**src/rtl/nn_accel_pkg.sv**
```systemverilog
// ============================================================================
// Module : nn_accel_pkg
// Brief  : Shared widths, memory-map constants and fetch FSM encoding.
// Rev    : 1.0
// ============================================================================
`default_nettype none

package nn_accel_pkg;

  localparam int ADDR_W    = 16;
  localparam int DATA_W    = 32;
  localparam int NUM_LANES = 10;
  localparam int CNT_W     = 13;

  // Memory map; the hex image loader must use these same constants.
  localparam int IN_SIZE = 784;
  localparam int W_BASE  = 0;
  localparam int B_BASE  = 7840;
  localparam int X_BASE  = 7850;

  typedef enum logic [2:0] {
    ST_IDLE  = 3'd0,
    ST_BIAS  = 3'd1,
    ST_FETCH = 3'd2,
    ST_DRAIN = 3'd3,
    ST_DONE  = 3'd4
  } state_t;

endpackage

`default_nettype wire

```
**src/rtl/mem_fetch_sequencer.sv**
```systemverilog
// ============================================================================
// Module : mem_fetch_sequencer
// Brief  : Read-address generator for one layer pass (bias, then IN_SIZE beats).
// Rev    : 1.0
// ============================================================================
`default_nettype none

module mem_fetch_sequencer
  import nn_accel_pkg::*;
#(
  parameter int IN_SIZE = nn_accel_pkg::IN_SIZE,
  parameter int W_BASE  = nn_accel_pkg::W_BASE,
  parameter int B_BASE  = nn_accel_pkg::B_BASE,
  parameter int X_BASE  = nn_accel_pkg::X_BASE
) (
  input  logic              clock_mem,
  input  logic              rst,
  input  logic              start,
  input  logic              mac_ready,
  output logic              rd_en,
  output logic [ADDR_W-1:0] x_addr,
  output logic [ADDR_W-1:0] w1_addr,
  output logic [ADDR_W-1:0] w2_addr,
  output logic [ADDR_W-1:0] w3_addr,
  output logic [ADDR_W-1:0] w4_addr,
  output logic [ADDR_W-1:0] w5_addr,
  output logic [ADDR_W-1:0] w6_addr,
  output logic [ADDR_W-1:0] w7_addr,
  output logic [ADDR_W-1:0] w8_addr,
  output logic [ADDR_W-1:0] w9_addr,
  output logic [ADDR_W-1:0] w10_addr,
  output logic [ADDR_W-1:0] b1_addr,
  output logic [ADDR_W-1:0] b2_addr,
  output logic [ADDR_W-1:0] b3_addr,
  output logic [ADDR_W-1:0] b4_addr,
  output logic [ADDR_W-1:0] b5_addr,
  output logic [ADDR_W-1:0] b6_addr,
  output logic [ADDR_W-1:0] b7_addr,
  output logic [ADDR_W-1:0] b8_addr,
  output logic [ADDR_W-1:0] b9_addr,
  output logic [ADDR_W-1:0] b10_addr,
  output logic              bias_valid,
  output logic              data_valid,
  output logic              data_last,
  output logic              busy,
  output logic              done
);

  localparam int c_LAST = IN_SIZE - 1;

  state_t             r_state;
  logic [CNT_W-1:0]   r_i;
  logic               r_bias_valid;
  logic               r_data_valid;
  logic               r_data_last;
  logic               r_done;

  logic               w_issue;
  logic               w_at_last;
  logic [ADDR_W-1:0]  w_w_addr [NUM_LANES];
  logic [ADDR_W-1:0]  w_b_addr [NUM_LANES];

  assign w_issue   = (r_state == ST_FETCH) && mac_ready;
  assign w_at_last = (r_i == CNT_W'(c_LAST));

  assign rd_en  = (r_state == ST_BIAS) || w_issue;
  assign busy   = (r_state != ST_IDLE);
  assign x_addr = ADDR_W'(X_BASE) + ADDR_W'(r_i);

  // Lane bases fold to constants; only the +i adder is real logic.
  for (genvar k = 0; k < NUM_LANES; k++) begin : g_lane
    localparam logic [ADDR_W-1:0] c_W_LANE = ADDR_W'(W_BASE + k * IN_SIZE);
    localparam logic [ADDR_W-1:0] c_B_LANE = ADDR_W'(B_BASE + k);
    assign w_w_addr[k] = c_W_LANE + ADDR_W'(r_i);
    assign w_b_addr[k] = c_B_LANE;
  end

  // Strobes are delayed one cycle to line up with the memory's registered read data.
  always_ff @(posedge clock_mem or negedge rst) begin
    if (!rst) begin
      r_state      <= ST_IDLE;
      r_i          <= '0;
      r_bias_valid <= 1'b0;
      r_data_valid <= 1'b0;
      r_data_last  <= 1'b0;
      r_done       <= 1'b0;
    end else begin
      r_bias_valid <= (r_state == ST_BIAS);
      r_data_valid <= w_issue;
      r_data_last  <= w_issue && w_at_last;
      r_done       <= (r_state == ST_DONE);
      case (r_state)
        ST_IDLE: begin
          if (start) begin
            r_state <= ST_BIAS;
            r_i     <= '0;
          end
        end
        ST_BIAS:  r_state <= ST_FETCH;
        ST_FETCH: begin
          if (w_issue) begin
            if (w_at_last) begin
              r_state <= ST_DRAIN;
              r_i     <= '0;
            end else begin
              r_i <= r_i + CNT_W'(1);
            end
          end
        end
        ST_DRAIN: r_state <= ST_DONE;
        ST_DONE:  r_state <= ST_IDLE;
        default:  r_state <= ST_IDLE;
      endcase
    end
  end

  assign bias_valid = r_bias_valid;
  assign data_valid = r_data_valid;
  assign data_last  = r_data_last;
  assign done       = r_done;

  assign w1_addr  = w_w_addr[0];
  assign w2_addr  = w_w_addr[1];
  assign w3_addr  = w_w_addr[2];
  assign w4_addr  = w_w_addr[3];
  assign w5_addr  = w_w_addr[4];
  assign w6_addr  = w_w_addr[5];
  assign w7_addr  = w_w_addr[6];
  assign w8_addr  = w_w_addr[7];
  assign w9_addr  = w_w_addr[8];
  assign w10_addr = w_w_addr[9];

  assign b1_addr  = w_b_addr[0];
  assign b2_addr  = w_b_addr[1];
  assign b3_addr  = w_b_addr[2];
  assign b4_addr  = w_b_addr[3];
  assign b5_addr  = w_b_addr[4];
  assign b6_addr  = w_b_addr[5];
  assign b7_addr  = w_b_addr[6];
  assign b8_addr  = w_b_addr[7];
  assign b9_addr  = w_b_addr[8];
  assign b10_addr = w_b_addr[9];

endmodule

`default_nettype wire
```
**config.mk**
```make
export PLATFORM = sky130hd
export DESIGN_NAME = mem_fetch_sequencer
export DESIGN_NICKNAME = d
export VERILOG_FILES = /design/src/rtl/nn_accel_pkg.sv /design/src/rtl/mem_fetch_sequencer.sv
export SDC_FILE = /design/constraint.sdc
export NUM_CORES = 1
export LEC_CHECK = 0
export CAP_MARGIN = 20
export CORE_AREA = 5 5 133 135
export DETAILED_ROUTE_END_ITERATION = 10
export DIE_AREA = 0 0 138 140
export PLACE_DENSITY = 0.75
export SLEW_MARGIN = 20
export SYNTH_ARGS = -nofsm -noshare
export SYNTH_HDL_FRONTEND = slang
export SYNTH_SLANG_ARGS = --single-unit
export TNS_END_PERCENT = 5
```
**constraint.sdc**
```tcl
create_clock -name clock_mem -period 3.5 [get_ports clock_mem]
set_input_delay 0.7 -clock clock_mem [delete_from_list [all_inputs] [get_ports clock_mem]]
set_output_delay 0.7 -clock clock_mem [all_outputs]
set_load 0.01 [all_outputs]
```
Word-level counts from Yosys, hierarchy flattened
Cells that the tools add are included.

cells by class
  $add $sub $neg = 11
  equality and inequality tests = 8
  mux-type cells = 8
  reductions and logical operators = 8

operator list
  cell                                              number
  adder 13 x 13 -> 14 bit (first input constant)    5
  adder 12 x 13 -> 14 bit (first input constant)    3
  two-way mux 13 bit                                3
  one-hot mux 13 bit (2 select lines)               1
  adder 10 x 13 -> 14 bit (first input constant)    1
  adder 11 x 13 -> 14 bit (first input constant)    1
  adder 13 x 1 -> 13 bit (second input constant)    1
  == test 13 x 10 -> 1 bit (second input constant)  1
  one-hot mux 3 bit (4 select lines)                1
  two-way mux 3 bit                                 3
  == test 3 x 2 -> 1 bit (second input constant)    2
  inequality test 2 bit (second input constant)     3
  AND reduction 3 bit                               2
  == test 3 x 1 -> 1 bit (second input constant)    1
  == test 3 bit (second input constant)             1
  logical NOT 3 bit                                 1
  nonzero test 3 bit                                1
  logical AND 1 bit                                 2
  nonzero test 2 bit                                1
  logical OR 1 bit                                  1

storage, ports and cells
  bits in registers = 20
  bits of input ports = 4
  output and inout port bits = 342
  logic and storage cells = 41

Logic depth before layout (Yosys ltp)
Gate-level depths: netlist of run 1.

  word-level depth = 4
  depth in mapped cells = 8
  mapped depth without buffers = 6

Worst setup path before layout of run 1
Ideal clock, no wire load.

  kind = flip-flop to output port
  from = register r_i[8]
  to = output w8_addr[13]
  arrival = 2.051 ns
  required time = 2.800 ns
  setup slack = 0.749 ns
  cell stages (with the launch flop) = 9
  path through = dfrtp_1 buf_2 buf_2 inv_2 ha_1 nor2b_1 a311oi_1 o21ai_0 a21o_1

on the way
  longest elaborated chain between the ends = 1

ends and longest elaborated chain
  what                     RTL line                    RTL
  start, declared          mem_fetch_sequencer.sv:52   logic [CNT_W-1:0] r_i;
  start signal, assigned   mem_fetch_sequencer.sv:106  r_i <= r_i + CNT_W'(1);
  adder 13 x 13 -> 14 bit  mem_fetch_sequencer.sv:74   assign w_w_addr[k] = c_W_LANE + ADDR_W'(r_i);
  end, declared            mem_fetch_sequencer.sv:29   output logic [ADDR_W-1:0] w8_addr,

Every way passes these cells.

Final worst setup path of run 1
  from = register r_i[5]
  to = output w4_addr[12]

on the way
  longest elaborated chain between the ends = 1

ends and longest elaborated chain
  what                     RTL line                   RTL
  adder 12 x 13 -> 14 bit  mem_fetch_sequencer.sv:74
  end, declared            mem_fetch_sequencer.sv:25  output logic [ADDR_W-1:0] w4_addr,

Every way passes these cells.

==> results.sh, run 1 <==
export IMPL_status="finished, final reports clean"
export IMPL_required_ps=2800
export IMPL_intPower_uw=976
export IMPL_io_buffers=162
export IMPL_die_h_um=140
export IMPL_rr_endpoint="r_i[8]"
export IMPL_avgViaCountPerCell=3.77
export IMPL_postSynthAreaPerCell_um2=7.78
export IMPL_slew_violations=0
export IMPL_seq_power_share_pct=20.5
export IMPL_cts_buffers=3
export IMPL_clockBufferDepth=2
export IMPL_skew_ps=1.56
export IMPL_power_leakage_uw=0.00240
export IMPL_synth_seq_cells=20
export IMPL_cp_start_kind="flop"
export IMPL_crit_type="flop to output port"
export IMPL_fin_setup_tns_ps=0
export IMPL_cts_root_buffer="clkbuf_16"
export IMPL_r2r_start="r_i[6]"
export IMPL_fin_nets=687
export IMPL_hp_class="flop to flop"
export IMPL_syn2layout_area_growth_pct=22.3
export IMPL_antenna_cells_inserted=0
export IMPL_finalCriticalPeriod_ps=3380
export IMPL_synthCells=549
export IMPL_cts_max_level=1
export IMPL_async_reset_ff_share_pct=100
export IMPL_grt_setup_unrepaired="false"
export IMPL_synth_xor_area_share_pct=14.2
export IMPL_synth_mux_area_share_pct=0.703
export IMPL_stdcell_area_mm2=0.00522
export IMPL_post_route_util_pct=31.9
export IMPL_grt_pass1_wl_mm=18.4
export IMPL_crit_path_start="r_i[5]"
export IMPL_dr_pass1_iters=4
export IMPL_crit_arrival_ps=2680
export IMPL_vias=3302
export IMPL_worstPathMaxFanout=10
export IMPL_mostFrequentLayoutCells="183 x conb_1, 162 x clkdlybuf4s50_1, 59 x xnor2_1"
export IMPL_synth_top_family_by_area="buffers and inverters"
export IMPL_power_density_mw_per_mm2=327
export IMPL_initial_utilization_pct=26.1
export IMPL_setup_viol=0
export IMPL_cap_violations=0
export IMPL_slew_headroom_pct=32.7
export IMPL_power_clock_fraction_pct=15.4
export IMPL_drc_errors=0
export IMPL_core_rowCount=47
export IMPL_cts_tree="done"
export IMPL_post_dp_hpwl_mm=10.4
export IMPL_peakVddDrop_uv=158
export IMPL_max_slew_worst_pin_slew_ps=1010
export IMPL_drt_initial_drc_count=224
export IMPL_clk_pin_slew_ps=60
export IMPL_num_io_pins=346
export IMPL_p_comb_share_pct=64.1
export IMPL_hold_path_end="done"
export IMPL_hold_buffers=0
export IMPL_final_common_cell="conb_1"
export IMPL_synth_edff_count=0
export IMPL_worstRegToRegCells=6
export IMPL_cts_sinks=20
export IMPL_yosysWarnings=0
export IMPL_clock_latency_ps=250
export IMPL_r2r_slack_ps=1490
export IMPL_drt_antenna_violating_nets=0
export IMPL_yosysSeqAreaShare_pct=11.7
export IMPL_routabilityCongestion=0.792
export IMPL_first_global_vias=3078
export IMPL_fin_crit_sh_pct=96.4
export IMPL_synthSimpleGateAreaFrac_pct=12.3
export IMPL_hold_depth=1
export IMPL_synth_adder_area_share_pct=7.33
export IMPL_place_area_mm2=0.00513
export IMPL_dieWidth_um=138
export IMPL_max_freq_mhz=296
export IMPL_endpoint_kind="output port"
export IMPL_drive_above_1_share_pct=5.33
export IMPL_grt_antenna_before_repair=0
export IMPL_switching_share_pct=42.8
export IMPL_synthFlopType="dfrtp_1"
export IMPL_synth_compound_area_share_pct=8.12
export IMPL_design_core_area_mm2=0.0163
export IMPL_yosysUniqueCellTypes=54
export IMPL_globalRouteOverflowTotal=0
export IMPL_routed_wirelength_mm=12.6
export IMPL_grt_usage_pct=11.5
export IMPL_hold_viol=0
export IMPL_hp_start="r_state[1]"
export IMPL_wl_per_cell_um=14.4
export IMPL_die_area_mm2=0.0193
export IMPL_p_switching_uw=729
export IMPL_cts_setup_buffers=0
export IMPL_grt_max_degree=30
export IMPL_synth_area_mm2=0.00427
state kept, by name (all words and copies together) (netlist names):
name,count
r_i,13
r_state,3
data_valid,1
done,1
bias_valid,1
data_last,1
cells by family after synthesis:
group	Yosys count
adders and majority gates	25
buffers and inverters	277
DFF	20
xor gates and xnor gates	69
other	2
and+or+nand+nor	102
muxes	3
AOI/OAI and AO/OA	51
what timing repair did:
action                                  4_1_cts  5_1_grt
endpoints found under the hold margin         0        0
resized for setup                             0        2
endpoints found under the setup margin        0        2
synth_stat cells (2+ instances only):
cell | instances | share of area (%)
buf_4 | 236 | 42
xnor2_1 | 59 | 12
nand2_1 | 27 | 2.4
ha_1 | 25 | 7.3
nor2_1 | 22 | 1.9
dfrtp_1 | 20 | 12
a21oi_1 | 15 | 1.8
inv_1 | 14 | 1.2
nand3_1 | 13 | 1.5
buf_2 | 12 | 1.4
xor2_1 | 10 | 2.1
o21ai_0 | 9 | 1.1
nor4_1 | 8 | 1.2
clkbuf_1 | 7 | 0.62
a21o_1 | 6 | 1.1
nand4_1 | 5 | 0.73
nor2b_1 | 5 | 0.73
a31oi_1 | 4 | 0.59
and3_1 | 4 | 0.59
buf_1 | 3 | 0.26
inv_2 | 3 | 0.26
mux2i_1 | 3 | 0.70
clkinv_1 | 2 | 0.18
conb_1 | 2 | 0.18
nand2b_1 | 2 | 0.29
nor3_1 | 2 | 0.23
o21a_1 | 2 | 0.35
o31ai_1 | 2 | 0.35
or3_1 | 2 | 0.29
worst max-delay path, stage by stage (launching register included):
cell             delay, ps
dfrtp_1                370
inv_1                  310
ha_1                   370
nor2b_1                130
or2_2                  300
a31oi_1                200
xnor2_1                160
clkdlybuf4s50_1        570
power groups by stage:
stage	Sequential (µW)	Clock (µW)	Combinational [µW]
after detailed placement	355	0	1100
after global placement	353	0	1090
after CTS	351	268	1100
after floorplan	339	0	793
after global routing	360	279	1170
final	349	263	1090
per-layer routing:
layer	share of wire, %	GRT usage, %
met1	41	14.5
met2	50	20.4
met3	7.9	2.04
met4	1.5	2.81
met5	0	0
how the worst max path moves through the flow:
stage / endpoint / slack, ps / depth (start not counted)
2_1_floorplan: w8_addr[13] / 750 / 8
3_3_place_gp: w10_addr[12] / 420 / 7
3_5_place_dp: w10_addr[12] / 380 / 7
4_1_cts: w10_addr[12] / 100 / 7
5_1_grt: w8_addr[12] / 10 / 7
6_report: w4_addr[12] / 120 / 7
area by class of cell:
class,instances,area [µm²]
fill,1769,11100
multi-input combinational,433,2510
timing repair buffer,181,1780
sequential,20,502
tap,220,275
clock buffer,4,88.8
inverter,19,71.3
stage by stage:
| step | total power [µW] | cells | worst slack [ps] | hold WS [ps] |
|---|---|---|---|---|
| 3_5_place_dp | 1450 | 873 | 378 | 547 |
| 4_1_cts | 1720 | 877 | 101 | 555 |
| 5_1_grt | 1810 | 877 | 11.3 | 591 |
| 2_1_floorplan | 1130 | 730 | 749 | 404 |
| 6_report | 1710 | 877 | 125 | 551 |
| 3_3_place_gp | 1440 | 873 | 418 | 541 |
Power figures use the tool's default switching activity.
==> inputs of run 2 (changes only) <==
CORE_AREA = 5 5 131 133   (was 5 5 133 135)
DIE_AREA = 0 0 136 138   (was 0 0 138 140)
PLACE_DENSITY = 0.77   (was 0.75)
clock period = 4.09 ns   (was 3.5 ns; I/O delays follow)
==> run 2 against run 1 <==
Net effect:
- power shrank 12%
- largest power group unchanged
- clock power grew 3%
- critical path type unchanged
- worst setup slack gained 470 ps
- utilization grew 0.96 points
- count of clock-buffer cells in the layout shrank 1
- clock skew grew 3.3 ps
- sequential share of layout area grew 0.073 points
- critical path depth shrank 1
- global-route usage grew 0.70 points
==> results.sh, run 2 (synthesized netlist as in run 1, its figures left out) <==
export IMPL_cts_setup_buffers=0
export IMPL_hold_viol=0
export IMPL_cts_buffers=3
export IMPL_drt_antenna_violating_nets=0
export IMPL_multi_input_area_mm2=0.00251
export IMPL_r2r_slack_ps=1890
export IMPL_grt_max_degree=28
export IMPL_initial_utilization_pct=27.2
export IMPL_peakVddDrop_uv=162
export IMPL_globalRouteOverflowTotal=0
export IMPL_die_area_mm2=0.0188
export IMPL_hp_class="input pin to asynchronous set/reset pin"
export IMPL_grt_pass1_wl_mm=18.8
export IMPL_fin_ws_ps=597
export IMPL_dieWidth_um=136
export IMPL_mostFrequentLayoutCells="183 x conb_1, 161 x clkdlybuf4s50_1, 59 x xnor2_1"
export IMPL_clk_pin_slew_ps=60
export IMPL_rr_endpoint="r_i[8]"
export IMPL_dr_wl_met2_mm=6.30
export IMPL_drive_above_1_share_pct=4.45
export IMPL_fin_setup_tns_ps=0
export IMPL_crit_type="flop to output port"
export IMPL_dr_pass1_iters=4
export IMPL_power_density_mw_per_mm2=291
export IMPL_io_buffers=162
export IMPL_post_route_util_pct=32.9
export IMPL_largest_register="r_i"
export IMPL_largest_reg_flops=13
export IMPL_wl_per_cell_um=14.5
export IMPL_clockBufferDepth=2
export IMPL_cts_root_buffer="clkbuf_16"
export IMPL_wl_met3_mm=1.26
export IMPL_cts_max_level=1
export IMPL_core_rowCount=46
export IMPL_first_global_vias=3178
export IMPL_post_dp_hpwl_mm=10.5
export IMPL_worstPathMaxFanout=15
export IMPL_cts_tree="done"
export IMPL_fin_nets=681
export IMPL_design_core_area_mm2=0.0157
export IMPL_setup_viol=0
export IMPL_r2r_start="r_i[12]"
export IMPL_worstRegToRegCells=4
export IMPL_antenna_cells_inserted=0
export IMPL_drc_errors=0
export IMPL_top_regs="r_i x13, r_state x3"
export IMPL_cp_start_kind="flop"
export IMPL_hold_buffers=0
export IMPL_routed_wirelength_mm=12.5
export IMPL_skew_ps=4.89
export IMPL_max_slew_worst_pin_slew_ps=1050
export IMPL_drt_initial_drc_count=194
export IMPL_maxUsedRoutingLayer="met4"
export IMPL_fin_crit_sh_pct=85.4
export IMPL_routabilityCongestion=0.868
export IMPL_cap_violations=0
export IMPL_grt_antenna_before_repair=0
export IMPL_filler_cell_count=1694
export IMPL_die_h_um=138
export IMPL_cts_sinks=20
export IMPL_power_leakage_uw=0.00237
export IMPL_grt_setup_unrepaired="false"
export IMPL_crit_arrival_ps=2680
export IMPL_num_io_pins=346
export IMPL_slew_headroom_pct=29.8
export IMPL_clock_latency_ps=250
export IMPL_grt_usage_pct=12.2
export IMPL_status="finished, final reports clean"
export IMPL_ff_latch_area_um2=500
export IMPL_endpoint_kind="output port"
export IMPL_post_place_ws_ps=854
export IMPL_required_ps=3270
export IMPL_final_common_cell="conb_1"
export IMPL_avgViaCountPerCell=3.80
export IMPL_max_freq_mhz=286
export IMPL_m1WireLength_mm=4.79
export IMPL_vias=3298
export IMPL_finalCriticalPeriod_ps=3490
export IMPL_syn2layout_area_growth_pct=21.1
export IMPL_slew_violations=0
export IMPL_cts_resized=0
run 2: where the power goes:
part	switching, µW	total [µW]	internal [µW]
Combinational	481	932	451
Clock	76.1	270	194
Sequential	74.2	303	229
run 2: worst max path at each step:
stage                     startpoint          end  slack [ps]  cells past startpoint
after CTS                     r_i[7]   x_addr[12]         580                      7
after global routing          r_i[5]   x_addr[12]         350                      7
after detailed placement      r_i[7]   x_addr[12]         850                      7
final                         r_i[6]  w4_addr[12]         600                      6
after global placement        r_i[6]  w8_addr[11]         860                      7
after floorplan               r_i[8]  w8_addr[13]        1220                      8
run 2: layout make-up:
class / instances / share of cell area, %
clock inverter: 1 / 0.581
clock buffer: 3 / 1.45
multi-input combinational: 433 / 48.5
sequential: 20 / 9.68
timing repair buffer: 175 / 33.2
inverter: 19 / 1.38
tap: 216 / 5.23
run 2: worst max-delay path, cell delays in order (launching register included):
cell	delay [ps]
dfrtp_1	500
ha_1	470
nor2b_1	250
or2_2	290
a31oi_1	220
xnor2_1	140
clkdlybuf4s50_1	560
run 2: metrics by stage:
stage	hold WS, ps	power, µW	area [µm²]	instances
after global placement	544	1240	5070	863
after floorplan	495	969	4950	730
after CTS	561	1520	5170	867
final	517	1510	5170	867
after global routing	560	1600	5170	867
after detailed placement	544	1240	5070	863
run 2: per-layer routing:
metal	track usage [%]	up-vias
met5	0	-
met4	3.13	0
met3	2.14	11
met2	21.9	216
met1	15.0	1531
li1	-	1540
==> inputs of run 3 (changes only) <==
CORE_AREA = 5 5 133 135   (was 5 5 131 133)
DIE_AREA = 0 0 138 140   (was 0 0 136 138)
PLACE_DENSITY = 0.75   (was 0.77)
clock period = 4 ns   (was 4.09 ns; I/O delays follow)
==> run 3 against run 2 <==
Net effect:
- cell count rose by 0.58%
- power grew 1.6%
- routed wire length is 0.86% higher
- hold slack better by 36 ps
- utilization down 1.1 points
- die area rose by 2.9%
- register-to-register slack worse by 20 ps
- critical endpoint unchanged
- largest cell class unchanged
- largest power group unchanged
==> results.sh, run 3 (synthesized netlist as in run 1, its figures left out) <==
export IMPL_ff_latch_area_um2=500
export IMPL_grt_pass1_wl_mm=18.7
export IMPL_hold_buffers=0
export IMPL_syn2layout_area_growth_pct=21.8
export IMPL_finalCriticalPeriod_ps=3590
export IMPL_routabilityCongestion=0.801
export IMPL_globalRouteOverflowTotal=0
export IMPL_clock_latency_ps=250
export IMPL_mostFrequentLayoutCells="183 x conb_1, 162 x clkdlybuf4s50_1, 59 x xnor2_1"
export IMPL_routed_wirelength_mm=12.6
export IMPL_drt_initial_drc_count=141
export IMPL_slew_violations=0
export IMPL_cts_sinks=20
export IMPL_hold_depth=1
export IMPL_avgViaCountPerCell=3.77
export IMPL_peakVddDrop_uv=145
export IMPL_max_freq_mhz=279
export IMPL_cts_buffers=3
export IMPL_cts_max_level=1
export IMPL_post_dp_hpwl_mm=10.5
export IMPL_drc_errors=0
export IMPL_crit_arrival_ps=2790
export IMPL_cts_tree="done"
export IMPL_post_route_util_pct=31.8
export IMPL_io_buffers=162
export IMPL_power_density_mw_per_mm2=294
export IMPL_timing_hold_ws_ps=553
export IMPL_cap_violations=0
export IMPL_initial_utilization_pct=26.1
export IMPL_die_h_um=140
export IMPL_slew_headroom_pct=31.2
export IMPL_status="finished, final reports clean"
export IMPL_drt_antenna_violating_nets=0
export IMPL_drive_above_1_share_pct=4.45
export IMPL_die_area_mm2=0.0193
export IMPL_clockBufferDepth=2
export IMPL_grt_antenna_before_repair=0
export IMPL_clk_pin_slew_ps=60
export IMPL_grt_max_degree=25
export IMPL_fin_nets=682
export IMPL_dieWidth_um=138
export IMPL_multi_input_area_mm2=0.00251
export IMPL_cts_setup_buffers=0
export IMPL_cts_root_buffer="clkbuf_16"
export IMPL_fin_crit_sh_pct=89.7
export IMPL_worstRegToRegCells=5
export IMPL_power_leakage_uw=0.00238
export IMPL_dr_pass1_iters=5
export IMPL_setup_viol=0
export IMPL_wl_per_cell_um=14.5
export IMPL_cts_resized=0
export IMPL_skew_ps=2.47
export IMPL_first_global_vias=3113
export IMPL_cp_start_kind="flop"
export IMPL_worstPathMaxFanout=15
export IMPL_num_io_pins=346
export IMPL_endpoint_kind="output port"
export IMPL_required_ps=3200
export IMPL_top_regs="r_i x13, r_state x3"
export IMPL_antenna_cells_inserted=0
export IMPL_largest_register="r_i"
export IMPL_crit_type="flop to output port"
export IMPL_max_slew_worst_pin_slew_ps=1030
export IMPL_hp_class="flop to flop"
export IMPL_fin_setup_tns_ps=0
export IMPL_final_common_cell="conb_1"
export IMPL_largest_reg_flops=13
export IMPL_hold_viol=0
export IMPL_grt_setup_unrepaired="false"
export IMPL_grt_usage_pct=11.6
export IMPL_filler_cell_count=1763
export IMPL_design_core_area_mm2=0.0163
export IMPL_vias=3290
export IMPL_core_rowCount=47
[run 3: cell count changes in the layout (fill, tap and decap cells not counted), sizes merged]
| cell | before | now |
|---|---|---|
| clkdlybuf4s50 | 161 | 162 |
[run 3: final timing paths]
check / startpoint / endpoint / slack [ps]
max in group asynchronous: rst / r_i[0] / 2370
worst max register to register: r_i[6] / r_i[8] / 1870
min in group asynchronous: rst / data_valid / 1060
worst min register to register: r_state[1] / done / 550
worst max-delay path: r_i[6] / w4_addr[12] / 410
worst min-delay path: r_state[1] / done / 550
[run 3: metal layers]
metal  vias to the layer above  part of all wire, %  global-route usage, %
li1                       1548                    -                      -
met3                         8                  6.8                   1.67
met4                         0                  1.0                   2.24
met5                         -                    0                      0
met1                      1541                   41                   15.2
met2                       193                   51                   20.6
[run 3: per-stage QoR]
stage | setup slack [ps] | cells | total power, µW | area (µm²)
after floorplan | 1150 | 730 | 991 | 4950
after global placement | 733 | 868 | 1260 | 5090
after detailed placement | 707 | 868 | 1260 | 5090
after CTS | 413 | 872 | 1540 | 5200
after global routing | 197 | 872 | 1630 | 5200
final | 414 | 872 | 1530 | 5200
[run 3: worst max-delay path: stages, from the launching register on]
cell             delay (ps)
dfrtp_1                 620
ha_1                    580
nor2b_1                 300
or2_2                   160
a31oi_1                 100
xnor2_1                 190
clkdlybuf4s50_1         580
[run 3: cell type report]
class	count	share of cell area, %
Tap cell	220	5.29
Inverter	19	1.37
Clock buffer	3	1.44
Timing Repair Buffer	176	33.5
Sequential cell	20	9.63
Clock inverter	1	0.578
Multi-Input combinational cell	433	48.2
[run 3: where the power goes]
part | switching, µW | total (µW) | internal, µW
Sequential | 74.2 | 309 | 234
Combinational | 484 | 947 | 463
Clock | 75.8 | 274 | 198
